==> config.mk <==
export PLATFORM = sky130hd
export DESIGN_NAME = cordic_fix2float
export DESIGN_NICKNAME = d
export VERILOG_FILES = /design/src/rtl/cordic_pkg.sv /design/src/rtl/cordic_lzc.sv /design/src/rtl/cordic_fix2float.sv
export SDC_FILE = /design/constraint.sdc
export NUM_CORES = 1
export LEC_CHECK = 0
export ABC_AREA = 1
export BUFFER_PORTS_ARGS = -buffer_cell sky130_fd_sc_hd__clkbuf_2
export CAP_MARGIN = 15
export CORE_ASPECT_RATIO = 2
export CORE_MARGIN = 8
export CORE_UTILIZATION = 41
export CTS_BUF_LIST = sky130_fd_sc_hd__clkbuf_4 sky130_fd_sc_hd__clkbuf_8
export DETAILED_ROUTE_END_ITERATION = 16
export GPL_ROUTABILITY_DRIVEN = 0
export PLACE_DENSITY_LB_ADDON = 0.15
export SETUP_SLACK_MARGIN = 0.5
export SLEW_MARGIN = 30
export SYNTH_ARGS = -nofsm -noshare
export SYNTH_HDL_FRONTEND = slang
export SYNTH_SLANG_ARGS = --single-unit
==> constraint.sdc <==
create_clock -name clk -period 2.2 [get_ports clk]
set_input_delay 0.22 -clock clk [delete_from_list [all_inputs] [get_ports clk]]
set_output_delay 0.22 -clock clk [all_outputs]
set_load 0.01 [all_outputs]
==> src/rtl/cordic_pkg.sv <==
// Shared constants and types for the CORDIC datapath and its float output stage.
package cordic_pkg;

  localparam int CORDIC_WIDTH = 22;
  localparam int CORDIC_FRAC  = 20;

  localparam int FP_BIAS   = 127;
  localparam int FP_MANT_W = 23;
  localparam int FP_EXP_W  = 8;

  typedef struct packed {
    logic                 sign;
    logic [FP_EXP_W-1:0]  exponent;
    logic [FP_MANT_W-1:0] mantissa;
  } fp32_t;

endpackage

==> src/rtl/cordic_lzc.sv <==
// Combinational leading-one detector: index of the highest set bit plus an all-zero flag.
module cordic_lzc #(
  parameter int WIDTH = 22
) (
  input  logic [WIDTH-1:0] data_in,
  output logic [4:0]       lead_pos,
  output logic             all_zero
);

  always_comb begin
    lead_pos = '0;
    // Ascending scan so the highest set bit wins.
    for (int i = 0; i < WIDTH; i++) begin
      if (data_in[i]) begin
        lead_pos = 5'(i);
      end
    end
    all_zero = ~|data_in;
  end

endmodule

==> src/rtl/cordic_fix2float.sv <==
// Three-stage signed fixed-point to IEEE-754 single converter with a valid chain.
module cordic_fix2float
  import cordic_pkg::*;
#(
  parameter int WIDTH     = CORDIC_WIDTH,
  parameter int FRAC_BITS = CORDIC_FRAC
) (
  input  logic             clk,
  input  logic             reset,
  input  logic             enable,
  input  logic             in_valid,
  input  logic [WIDTH-1:0] fix_in,
  input  logic             neg_in,
  output logic             out_valid,
  output logic [31:0]      float_out
);

  logic             v1_q, v1_d, sign1_q, sign1_d, zero1_q, zero1_d;
  logic [WIDTH-1:0] mag1_q, mag1_d;
  logic             v2_q, v2_d, sign2_q, sign2_d, zero2_q, zero2_d;
  logic [WIDTH-1:0] mag2_q, mag2_d;
  logic [4:0]       pos2_q, pos2_d;
  logic             v3_q, v3_d;
  fp32_t            float_q, float_d;

  logic [4:0]       lzc_pos;
  logic             lzc_zero;
  logic [23:0]      mant_ext;
  fp32_t            packed_fp;

  cordic_lzc #(
    .WIDTH(WIDTH)
  ) u_lzc (
    .data_in (mag1_q),
    .lead_pos(lzc_pos),
    .all_zero(lzc_zero)
  );

  always_comb begin
    // Shifting bit p up to bit 23 leaves the fraction in [22:0].
    mant_ext           = 24'(mag2_q) << (5'd23 - pos2_q);
    packed_fp.sign     = sign2_q;
    packed_fp.exponent = FP_EXP_W'(FP_BIAS + int'(pos2_q) - FRAC_BITS);
    packed_fp.mantissa = mant_ext[FP_MANT_W-1:0];
  end

  always_comb begin
    v1_d    = v1_q;
    sign1_d = sign1_q;
    zero1_d = zero1_q;
    mag1_d  = mag1_q;
    v2_d    = v2_q;
    sign2_d = sign2_q;
    zero2_d = zero2_q;
    mag2_d  = mag2_q;
    pos2_d  = pos2_q;
    v3_d    = v3_q;
    float_d = float_q;
    if (enable) begin
      v1_d    = in_valid;
      sign1_d = fix_in[WIDTH-1] ^ neg_in;
      zero1_d = (fix_in == '0);
      // WIDTH-bit negate maps the most negative code to 2^(WIDTH-1) unsigned.
      mag1_d  = fix_in[WIDTH-1] ? (~fix_in + 1'b1) : fix_in;

      v2_d    = v1_q;
      sign2_d = sign1_q;
      zero2_d = zero1_q | lzc_zero;
      mag2_d  = mag1_q;
      pos2_d  = lzc_pos;

      v3_d    = v2_q;
      float_d = zero2_q ? fp32_t'('0) : packed_fp;
    end
  end

  always_ff @(posedge clk) begin
    if (reset) begin
      v1_q    <= 1'b0;
      sign1_q <= 1'b0;
      zero1_q <= 1'b0;
      mag1_q  <= '0;
      v2_q    <= 1'b0;
      sign2_q <= 1'b0;
      zero2_q <= 1'b0;
      mag2_q  <= '0;
      pos2_q  <= '0;
      v3_q    <= 1'b0;
      float_q <= '0;
    end else begin
      v1_q    <= v1_d;
      sign1_q <= sign1_d;
      zero1_q <= zero1_d;
      mag1_q  <= mag1_d;
      v2_q    <= v2_d;
      sign2_q <= sign2_d;
      zero2_q <= zero2_d;
      mag2_q  <= mag2_d;
      pos2_q  <= pos2_d;
      v3_q    <= v3_d;
      float_q <= float_d;
    end
  end

  assign out_valid = v3_q;
  assign float_out = float_q;

endmodule

==> impl_metrics.ini, run 1 <==
[worst_setup_path]
crit_fanout = 13
r2r-start = pos2_q[0]$_SDFFE_PP0P_
rrSetupSlack_ns = 0.51
worst_setup_path_start_kind = flip-flop
worstPathRequired_ns = 2.44
slowest_stage = dfxtp_4
worstSetupPathType = reg -> reg
r2r_cells = 10
timing.rr.end = float_out[20]$_SDFFE_PP0P_
crit_path_end = float_out[20]$_SDFFE_PP0P_
crit_top_cell = nand2_1
crit_path_max_incr_delay_ns = 0.42
cp_cell_sequence = buf_12, inv_8, nand2_1, nand2_1, o21ai_1, nand2_1, o21ai_2, o221ai_1, nand2_1, a21oi_1
critPathArrivalTime_ns = 1.93
crit_start = pos2_q[0]$_SDFFE_PP0P_
cp-end-kind = flip-flop

[sta]
rsz0062_at_grt = yes
finClkSkew_ns = 0.00914
hold_viol = 0
relSlewSlack_pct = 54.2
fin_crit_ns = 1.69
worst_pin_slew_ns = 0.687
drv_slew = 0
setup_violations = 0
period_share_pct = 76.7
clock.fmax_mhz = 593
fin_setup_tns_ns = 0

[floorplan]
fp.dieW_um = 92.0
dieArea_um2 = 15500
ios = 60
dieHeight_um = 168
design.core.area_um2 = 11300
fp-row-count = 55
start_util_pct = 42.0

[power]
switching_power_mw = 1.28
vdd_drop_max_mv = 0.372
seq_power_share_pct = 46.6
p_sw_share_pct = 33.9
p_int_mw = 2.50
power_density_nw_per_um2 = 662
p_clk_share_pct = 28.7
total_leakage_power_nw = 2.57
comb_power_share_pct = 24.7

[placement]
dp_hpwl_mm = 10.2
placed_area_um2 = 5180
port_buffers = 59
placedCellCount = 896

[drt]
via_per_inst = 5.22
drtAntennaViolNets = 0
drt_wl_total_mm = 13.9
vias = 4841
drt_iter0_markers = 221
first_pass_iters = 5
wl_per_cell_um = 15.0
post-route-drc-count = 0

[layout]
final_cells = 927
final_util_pct = 50.6
fillers = 1200
regArea_um2 = 1770
antenna_cells = 0
fin_nets = 811
stdcell_area_um2 = 5710
syn_to_final_growth_pct = 20.5
drive_gt1_share_pct = 21.8
multi_input_area_um2 = 2700

[job]
drv_cap = 0

[global_route]
grt_max_degree = 79
grt_pass1_vias = 4716
grt_antenna_before_repair = 0
grt.overflow.total = 0
grt_usage_pct = 17.7
grt_pass1_wl_mm = 22.3

[synth]
synth_ff_type = dfxtp_1
synthesis.nets = 756
synth-seq-cells = 88
synth_cell_type_count = 36
synthArstFlopShare_pct = 0
yosys_warnings = 0
synth-edff-count = 0
seq_area_frac_synth_pct = 37.2
syn_area_um2 = 4740
avgSynthCellArea_um2 = 6.54
netlist_instances = 725

[cts]
cts_tree = built
htree_levels = 3
cts_root_buf = clkbuf_8
clockBufferDepth = 2
cts_buffers = 9
hold_buffers = 0
clk_pin_slew_ns = 0.09
clock_latency_ns = 0.37
cts.sinks = 88

[min_path]
hp-start = in_valid
hold_path.class = in -> reg

[status]
run_status = finished, final reports clean
==> worst max-delay path, delay by kind of cell (launching register included) <==
kind	cells	cell delay, ns
flops	1	0.42
simple gates	4	0.32
buf+inv	2	0.20
compound gates	4	0.62
==> metrics by stage <==
step	power, mW	setup slack, ns	hold slack, ns
floorplan	2.36	0.506	0.355
global placement	2.60	0.228	0.449
detailed placement	2.61	0.148	0.452
CTS	3.71	0.474	0.0609
global route	4.01	0.397	0.0682
finish	3.78	0.513	0.0798
==> worst min path at each step <==
| stage | end | slack (ns) | cells after the start |
|---|---|---|---|
| global placement | v1_q$_SDFFE_PP0P_ | 0.45 | 3 |
| floorplan | v1_q$_SDFFE_PP0P_ | 0.35 | 2 |
| finish | v1_q$_SDFFE_PP0P_ | 0.08 | 3 |
| CTS | v1_q$_SDFFE_PP0P_ | 0.06 | 3 |
| detailed placement | float_out[31]$_SDFFE_PP0P_ | 0.45 | 2 |
| global route | v1_q$_SDFFE_PP0P_ | 0.07 | 3 |
==> cells in the final DEF, fill, tap and decap left out, drive strengths merged <==
| master | Yosys | layout |
|---|---|---|
| o221ai | 13 | 13 |
| clkinv | 1 | 2 |
| a22oi | 4 | 4 |
| a221oi | 2 | 2 |
| inv | 76 | 77 |
| clkbuf | 31 | 72 |
| ha | 4 | 4 |
| o211ai | 7 | 7 |
| mux2i | 2 | 2 |
| xnor2 | 5 | 5 |
| nor4 | 1 | 1 |
| or2 | 3 | 3 |
| o211a | 1 | 1 |
| a2bb2oi | 2 | 2 |
| buf | 13 | 27 |
| a31oi | 6 | 6 |
| nor2 | 71 | 71 |
| xor2 | 5 | 5 |
| nand3 | 29 | 29 |
| dfxtp | 88 | 88 |
| nand2 | 196 | 196 |
| nand4 | 2 | 2 |
| o31ai | 2 | 2 |
| clkinvlp | 0 | 3 |
| a211oi | 3 | 3 |
| o21ai | 79 | 79 |
| o22ai | 1 | 1 |
| a21oi | 66 | 66 |
| nor3 | 12 | 12 |
==> metal layers <==
layer	share of wire, %	GRT usage [%]	vias to the layer above	routed length [um]
met4	4.2	10.7	0	592
met1	36	16.9	2196	5050
met2	56	33.2	124	7760
met5	0	0	-	0
met3	3.8	3.79	38	534
li1	-	-	2483	-
==> power by group through the flow <==
stage / registers (mW) / logic (mW) / clock network [mW]
2_1_floorplan: 1.79 / 0.573 / 0
3_3_place_gp: 1.79 / 0.808 / 0
3_5_place_dp: 1.80 / 0.818 / 0
4_1_cts: 1.75 / 0.840 / 1.12
5_1_grt: 1.78 / 1.04 / 1.19
6_report: 1.76 / 0.934 / 1.08
==> cell families after synthesis <==
logic type | after synthesis | share of synthesized area (%)
buffers and inverters | 121 | 9.93
flip-flops | 88 | 37.2
multiplexers | 2 | 0.423
AND/OR/NAND/NOR | 314 | 27.4
XOR/XNOR | 10 | 1.85
adder cells (fa/ha/maj) | 4 | 1.06
AO/OA/AOI/OAI | 186 | 22.1
==> flip-flops by register name (all words and copies together) (netlist names) <==
name,count
float_out,32
mag1_q,22
mag2_q,22
pos2_q,5
out_valid,1
sign1_q,1
sign2_q,1
v1_q,1
v2_q,1
zero1_q,1
zero2_q,1
==> final cells by class <==
class | count | area share [%]
inverters | 77 | 5.28
repair buffers | 88 | 9.95
clock buffers | 11 | 2.54
flip-flops and latches | 88 | 31.1
multi-input cells | 516 | 47.3
clock inverters | 5 | 0.701
well taps | 142 | 3.11
==> repair_timing <==
item,in CTS,in global routing
pin swaps,1,16
cloned,0,2
resized for setup,13,63
setup buffers,1,12
endpoints found under the setup margin,22,25
==> Yosys cell counts, types with 6 or more instances <==
cell type / instances / area share, %
nand2_1: 196 / 16
dfxtp_1: 88 / 37
o21ai_0: 72 / 7.6
inv_1: 70 / 5.5
a21oi_1: 66 / 7.0
nor2_1: 66 / 5.2
clkbuf_1: 31 / 2.5
nand3_1: 29 / 3.1
o221ai_1: 13 / 2.4
buf_2: 7 / 0.74
nor3_1: 7 / 0.74
o211ai_1: 7 / 1.1
o21ai_1: 7 / 0.74
a31oi_1: 6 / 0.79
inv_2: 6 / 0.48
Note: power is estimated with default switching activity, not from simulation.
==> inputs of run 2 (changes only) <==
- clock period: 2.2 -> 1.7 ns (I/O delays scaled with it)
==> impl_metrics.ini, run 2 (same netlist as run 1, synthesis figures left out) <==
[layout]
antenna_cells = 0
largest_reg_flops = 32
drive_gt1_share_pct = 37.1
layout_common_cells = 161 x nand2_1, 80 x dfxtp_1, 67 x buf_4, 61 x a21oi_1, 55 x clkbuf_2
fin_nets = 870
syn_to_final_growth_pct = 40.7
layout_commonest_cell = nand2_1

[cts]
hold_buffers = 0
cts_root_buf = clkbuf_8
clockBufferDepth = 2
htree_levels = 3
cts.sinks = 88
clk_pin_slew_ns = 0.09
cts_tree = built
clock_latency_ns = 0.37
cts_buffers = 9

[worst_setup_path]
rrSetupSlack_ns = 0.03
r2r-start = mag1_q[2]$_SDFFE_PP0P_
crit_path_end = pos2_q[0]$_SDFFE_PP0P_
worst_setup_path_start_kind = flip-flop
cp_cell_sequence = inv_2, nand2_2, nand2_2, nand2_1, nand2_1, nand2_1, nand2_1, nand2_1, nand2_2, nand2_1, nand2_1, nand2_1, nand2_1, nand2_1, nand2_1, nand2_1, nand2_1, nand2_1, nand2_1, nand2_1, a21oi_2
cp-end-kind = flip-flop
critPathArrivalTime_ns = 1.96
timing.rr.end = pos2_q[0]$_SDFFE_PP0P_
crit_start = mag1_q[2]$_SDFFE_PP0P_
crit_top_cell = nand2_1
slowest_stage = dfxtp_2
crit_fanout = 2
worstPathRequired_ns = 1.99
crit_path_max_incr_delay_ns = 0.33
worstSetupPathType = reg -> reg
r2r_cells = 21

[global_route]
grt.overflow.total = 0
grt_max_degree = 79
grt_pass1_wl_mm = 24.1
grt_pass1_vias = 5166
grt_usage_pct = 19.2
grt_antenna_before_repair = 0

[floorplan]
dieArea_um2 = 15500
fp-row-count = 55
start_util_pct = 42.0
fp.dieW_um = 92.0
ios = 60
design.core.area_um2 = 11300
dieHeight_um = 168

[status]
run_status = finished, final reports clean

[drt]
wl_per_cell_um = 15.2
first_pass_iters = 4
vias = 5227
post-route-drc-count = 0
drtAntennaViolNets = 0
via_per_inst = 5.31
drt_wl_total_mm = 14.9
drt_iter0_markers = 196

[sta]
clock.fmax_mhz = 597
drv_slew = 0
finClkSkew_ns = 0.0111
fin_crit_ns = 1.67
hold_viol = 0
whs_ns = 0.0160
relSlewSlack_pct = 68.4
setup_violations = 0
period_share_pct = 98.5
rsz0062_at_grt = yes
worst_pin_slew_ns = 0.474

[power]
power_density_nw_per_um2 = 785
total_leakage_power_nw = 2.98
finalPower_mw = 5.23
vdd_drop_max_mv = 0.352

[placement]
port_buffers = 59
dp_hpwl_mm = 10.7

[job]
drv_cap = 0

[min_path]
hold_path.class = in -> reg
## run 2: changes by cell type in the layout (fill, tap and decap cells not counted), sizes merged
| cell | before | now |
|---|---|---|
| buf | 27 | 89 |
| clkbuf | 72 | 67 |
| inv | 77 | 76 |
| clkinv | 2 | 4 |
## run 2: worst min path at each step
| stage | start | endpoint | cells past startpoint |
|---|---|---|---|
| floorplan | in_valid | v1_q$_SDFFE_PP0P_ | 2 |
| global placement | in_valid | v1_q$_SDFFE_PP0P_ | 3 |
| detailed placement | in_valid | v1_q$_SDFFE_PP0P_ | 3 |
| CTS | in_valid | v1_q$_SDFFE_PP0P_ | 3 |
| global route | in_valid | v1_q$_SDFFE_PP0P_ | 3 |
| finish | in_valid | v1_q$_SDFFE_PP0P_ | 3 |
## run 2: through the flow
| step | TNS (ns) | setup slack, ns | util (%) | cell area (um2) | cells |
|---|---|---|---|---|---|
| 2_1_floorplan | 0 | 0.0120 | - | 4950 | 725 |
| 3_3_place_gp | -0.692 | -0.156 | 49.4 | 5580 | 936 |
| 3_5_place_dp | -1.11 | -0.171 | 49.4 | 5580 | 936 |
| 4_1_cts | -0.0209 | -0.0209 | 56.7 | 6400 | 973 |
| 5_1_grt | -0.395 | -0.136 | 59.1 | 6670 | 985 |
| 6_report | 0 | 0.0258 | 59.1 | 6670 | 985 |
## run 2: cell type report
cell class | instances | area (um2)
clock buffer | 9 | 124
clock inverter | 6 | 46.3
sequential | 88 | 1780
multi-input combinational | 516 | 3070
fill | 1076 | 4620
tap | 142 | 178
inverter | 77 | 330
timing repair buffer | 147 | 1140
## run 2: repair_timing
action / 4_1_cts / 5_1_grt
setup buffers: 21 / 12
hold endpoints to repair: 0 / 0
resized for setup: 148 / 52
setup endpoints to repair: 47 / 50
pin swaps: 44 / 33
gates cloned: 1 / 0
## run 2: per-layer routing
metal	vias to the layer above	part of all wire [%]	global-route usage (%)
met5	-	0	0
met1	2428	34	17.2
met2	134	57	37.0
met3	56	3.5	3.52
li1	2609	-	-
met4	0	5.5	13.2
## run 2: worst max-delay path: cells and delay by family, from the launching register on
family	cells	cell delay [ns]
flip-flops	1	0.33
AND/OR/NAND/NOR	19	1.02
AO/OA/AOI/OAI	1	0.19
buffers and inverters	1	0.06
## run 2: power by group
group	leakage (nW)	total [mW]	switching, mW	internal (mW)
Clock	0.0817	1.32	0.793	0.530
Sequential	0.727	2.29	0.100	2.19
Combinational	2.18	1.62	0.924	0.695
Total	2.98	5.23	1.82	3.42
==> inputs of run 3 (changes only) <==
- SETUP_SLACK_MARGIN: 0.5 -> 0.3
==> impl_metrics.ini, run 3 (same netlist as run 1, synthesis figures left out) <==
[layout]
final_util_pct = 54.5
antenna_cells = 0
fin_nets = 848
drive_gt1_share_pct = 28.8
layout_commonest_cell = nand2_1
fillers = 1144
syn_to_final_growth_pct = 29.8
largest_reg_flops = 32
layout_common_cells = 186 x nand2_1, 81 x dfxtp_1, 62 x a21oi_1, 57 x nor2_1, 57 x inv_1

[power]
p_sw_share_pct = 33.5
comb_power_share_pct = 27.3
p_clk_share_pct = 26.9
power_density_nw_per_um2 = 811
vdd_drop_max_mv = 0.495
seq_power_share_pct = 45.7
p_int_mw = 3.32
switching_power_mw = 1.67
total_leakage_power_nw = 2.81
finalPower_mw = 4.99

[cts]
cts_buffers = 9
cts.sinks = 88
cts_tree = built
htree_levels = 3
cts_root_buf = clkbuf_8
clk_pin_slew_ns = 0.09
clock_latency_ns = 0.37
hold_buffers = 0
clockBufferDepth = 2

[worst_setup_path]
crit_fanout = 8
worstPathRequired_ns = 1.93
worstSetupPathType = reg -> reg
cp-end-kind = flip-flop
worst_setup_path_start_kind = flip-flop
critPathArrivalTime_ns = 1.87
r2r_cells = 11

[floorplan]
dieHeight_um = 168
fp.dieW_um = 92.0
design.core.area_um2 = 11300
dieArea_um2 = 15500
fp-row-count = 55
ios = 60
start_util_pct = 42.0

[drt]
wl_per_cell_um = 14.5
via_per_inst = 5.17
drt_iter0_markers = 232
drt_wl_total_mm = 14.0
vias = 4985
drtAntennaViolNets = 0
first_pass_iters = 5
post-route-drc-count = 0

[sta]
whs_ns = 0.0410
clock.fmax_mhz = 608
setup_violations = 0
hold_viol = 0
relSlewSlack_pct = 54.1
finClkSkew_ns = 0.0127
setup_slack_ns = 0.0563
worst_pin_slew_ns = 0.689
fin_crit_ns = 1.64
rsz0062_at_grt = yes
period_share_pct = 96.7
drv_slew = 0

[min_path]
hold_depth = 3
hold_path.class = in -> reg

[placement]
dp_hpwl_mm = 10.4
place_worst_setup_slack_ns = -0.193
port_buffers = 59

[global_route]
grt_usage_pct = 17.8
grt_antenna_before_repair = 0
grt_pass1_wl_mm = 22.5
grt_max_degree = 79
grt.overflow.total = 0
grt_pass1_vias = 4940

[status]
run_status = finished, final reports clean

[job]
drv_cap = 0
==> run 3: timing repair <==
action	4_1_cts	5_1_grt
gates resized for setup	52	66
pin swaps	13	30
endpoints found under the setup margin	34	41
buffers inserted	14	8
hold endpoints to repair	0	0
cloned	0	1
==> run 3: layer usage <==
layer  vias up  wire (um)  GRT usage, %
li1       2563          -             -
met1      2254       5040          16.5
met2       115       7760          34.5
met3        53        473          3.25
met4         0        705          9.96
met5         -          0             0
==> run 3: cell type report <==
type                       count  area (um2)  area share, %
timing repair buffer         125         895           14.5
tap                          142         178           2.89
clock buffer                  10         138           2.24
inverter                      77         318           5.17
multi-input combinational    516        2810           45.6
clock inverter                 6        41.3          0.671
sequential                    88        1780           28.9
==> run 3: final timing paths <==
path                          startpoint                    endpoint  slack, ns
setup reg to reg  pos2_q[0]$_SDFFE_PP0P_  float_out[21]$_SDFFE_PP0P_       0.06
hold / removal                  in_valid           v1_q$_SDFFE_PP0P_       0.04
setup / recovery  pos2_q[0]$_SDFFE_PP0P_  float_out[21]$_SDFFE_PP0P_       0.06
hold reg to reg     sign2_q$_SDFFE_PP0P_  float_out[31]$_SDFFE_PP0P_       0.46
==> run 3: through the flow <==
step	area, um2	setup TNS, ns	instances
6_report	6150	0	964
5_1_grt	6150	-0.198	964
4_1_cts	5850	0	955
3_5_place_dp	5470	-0.939	925
3_3_place_gp	5470	-0.490	925
2_1_floorplan	4870	0	725
==> run 3: critical path: stages (launching register included) <==
cell       delay [ns]
dfxtp_4          0.38
clkbuf_16        0.17
o21ai_4          0.12
nand2_1          0.08
o21ai_2          0.08
nor2_1           0.06
a31oi_1          0.21
nor2_1           0.11
nand2_1          0.09
o221ai_2         0.08
nand2_1          0.07
a21oi_1          0.05
==> run 3: power by group through the flow <==
stage / Clock (mW) / Combinational (mW) / Sequential [mW]
2_1_floorplan: 0 / 0.754 / 2.32
3_3_place_gp: 0 / 1.13 / 2.32
3_5_place_dp: 0 / 1.15 / 2.32
4_1_cts: 1.40 / 1.25 / 2.28
5_1_grt: 1.46 / 1.51 / 2.30
6_report: 1.34 / 1.36 / 2.28
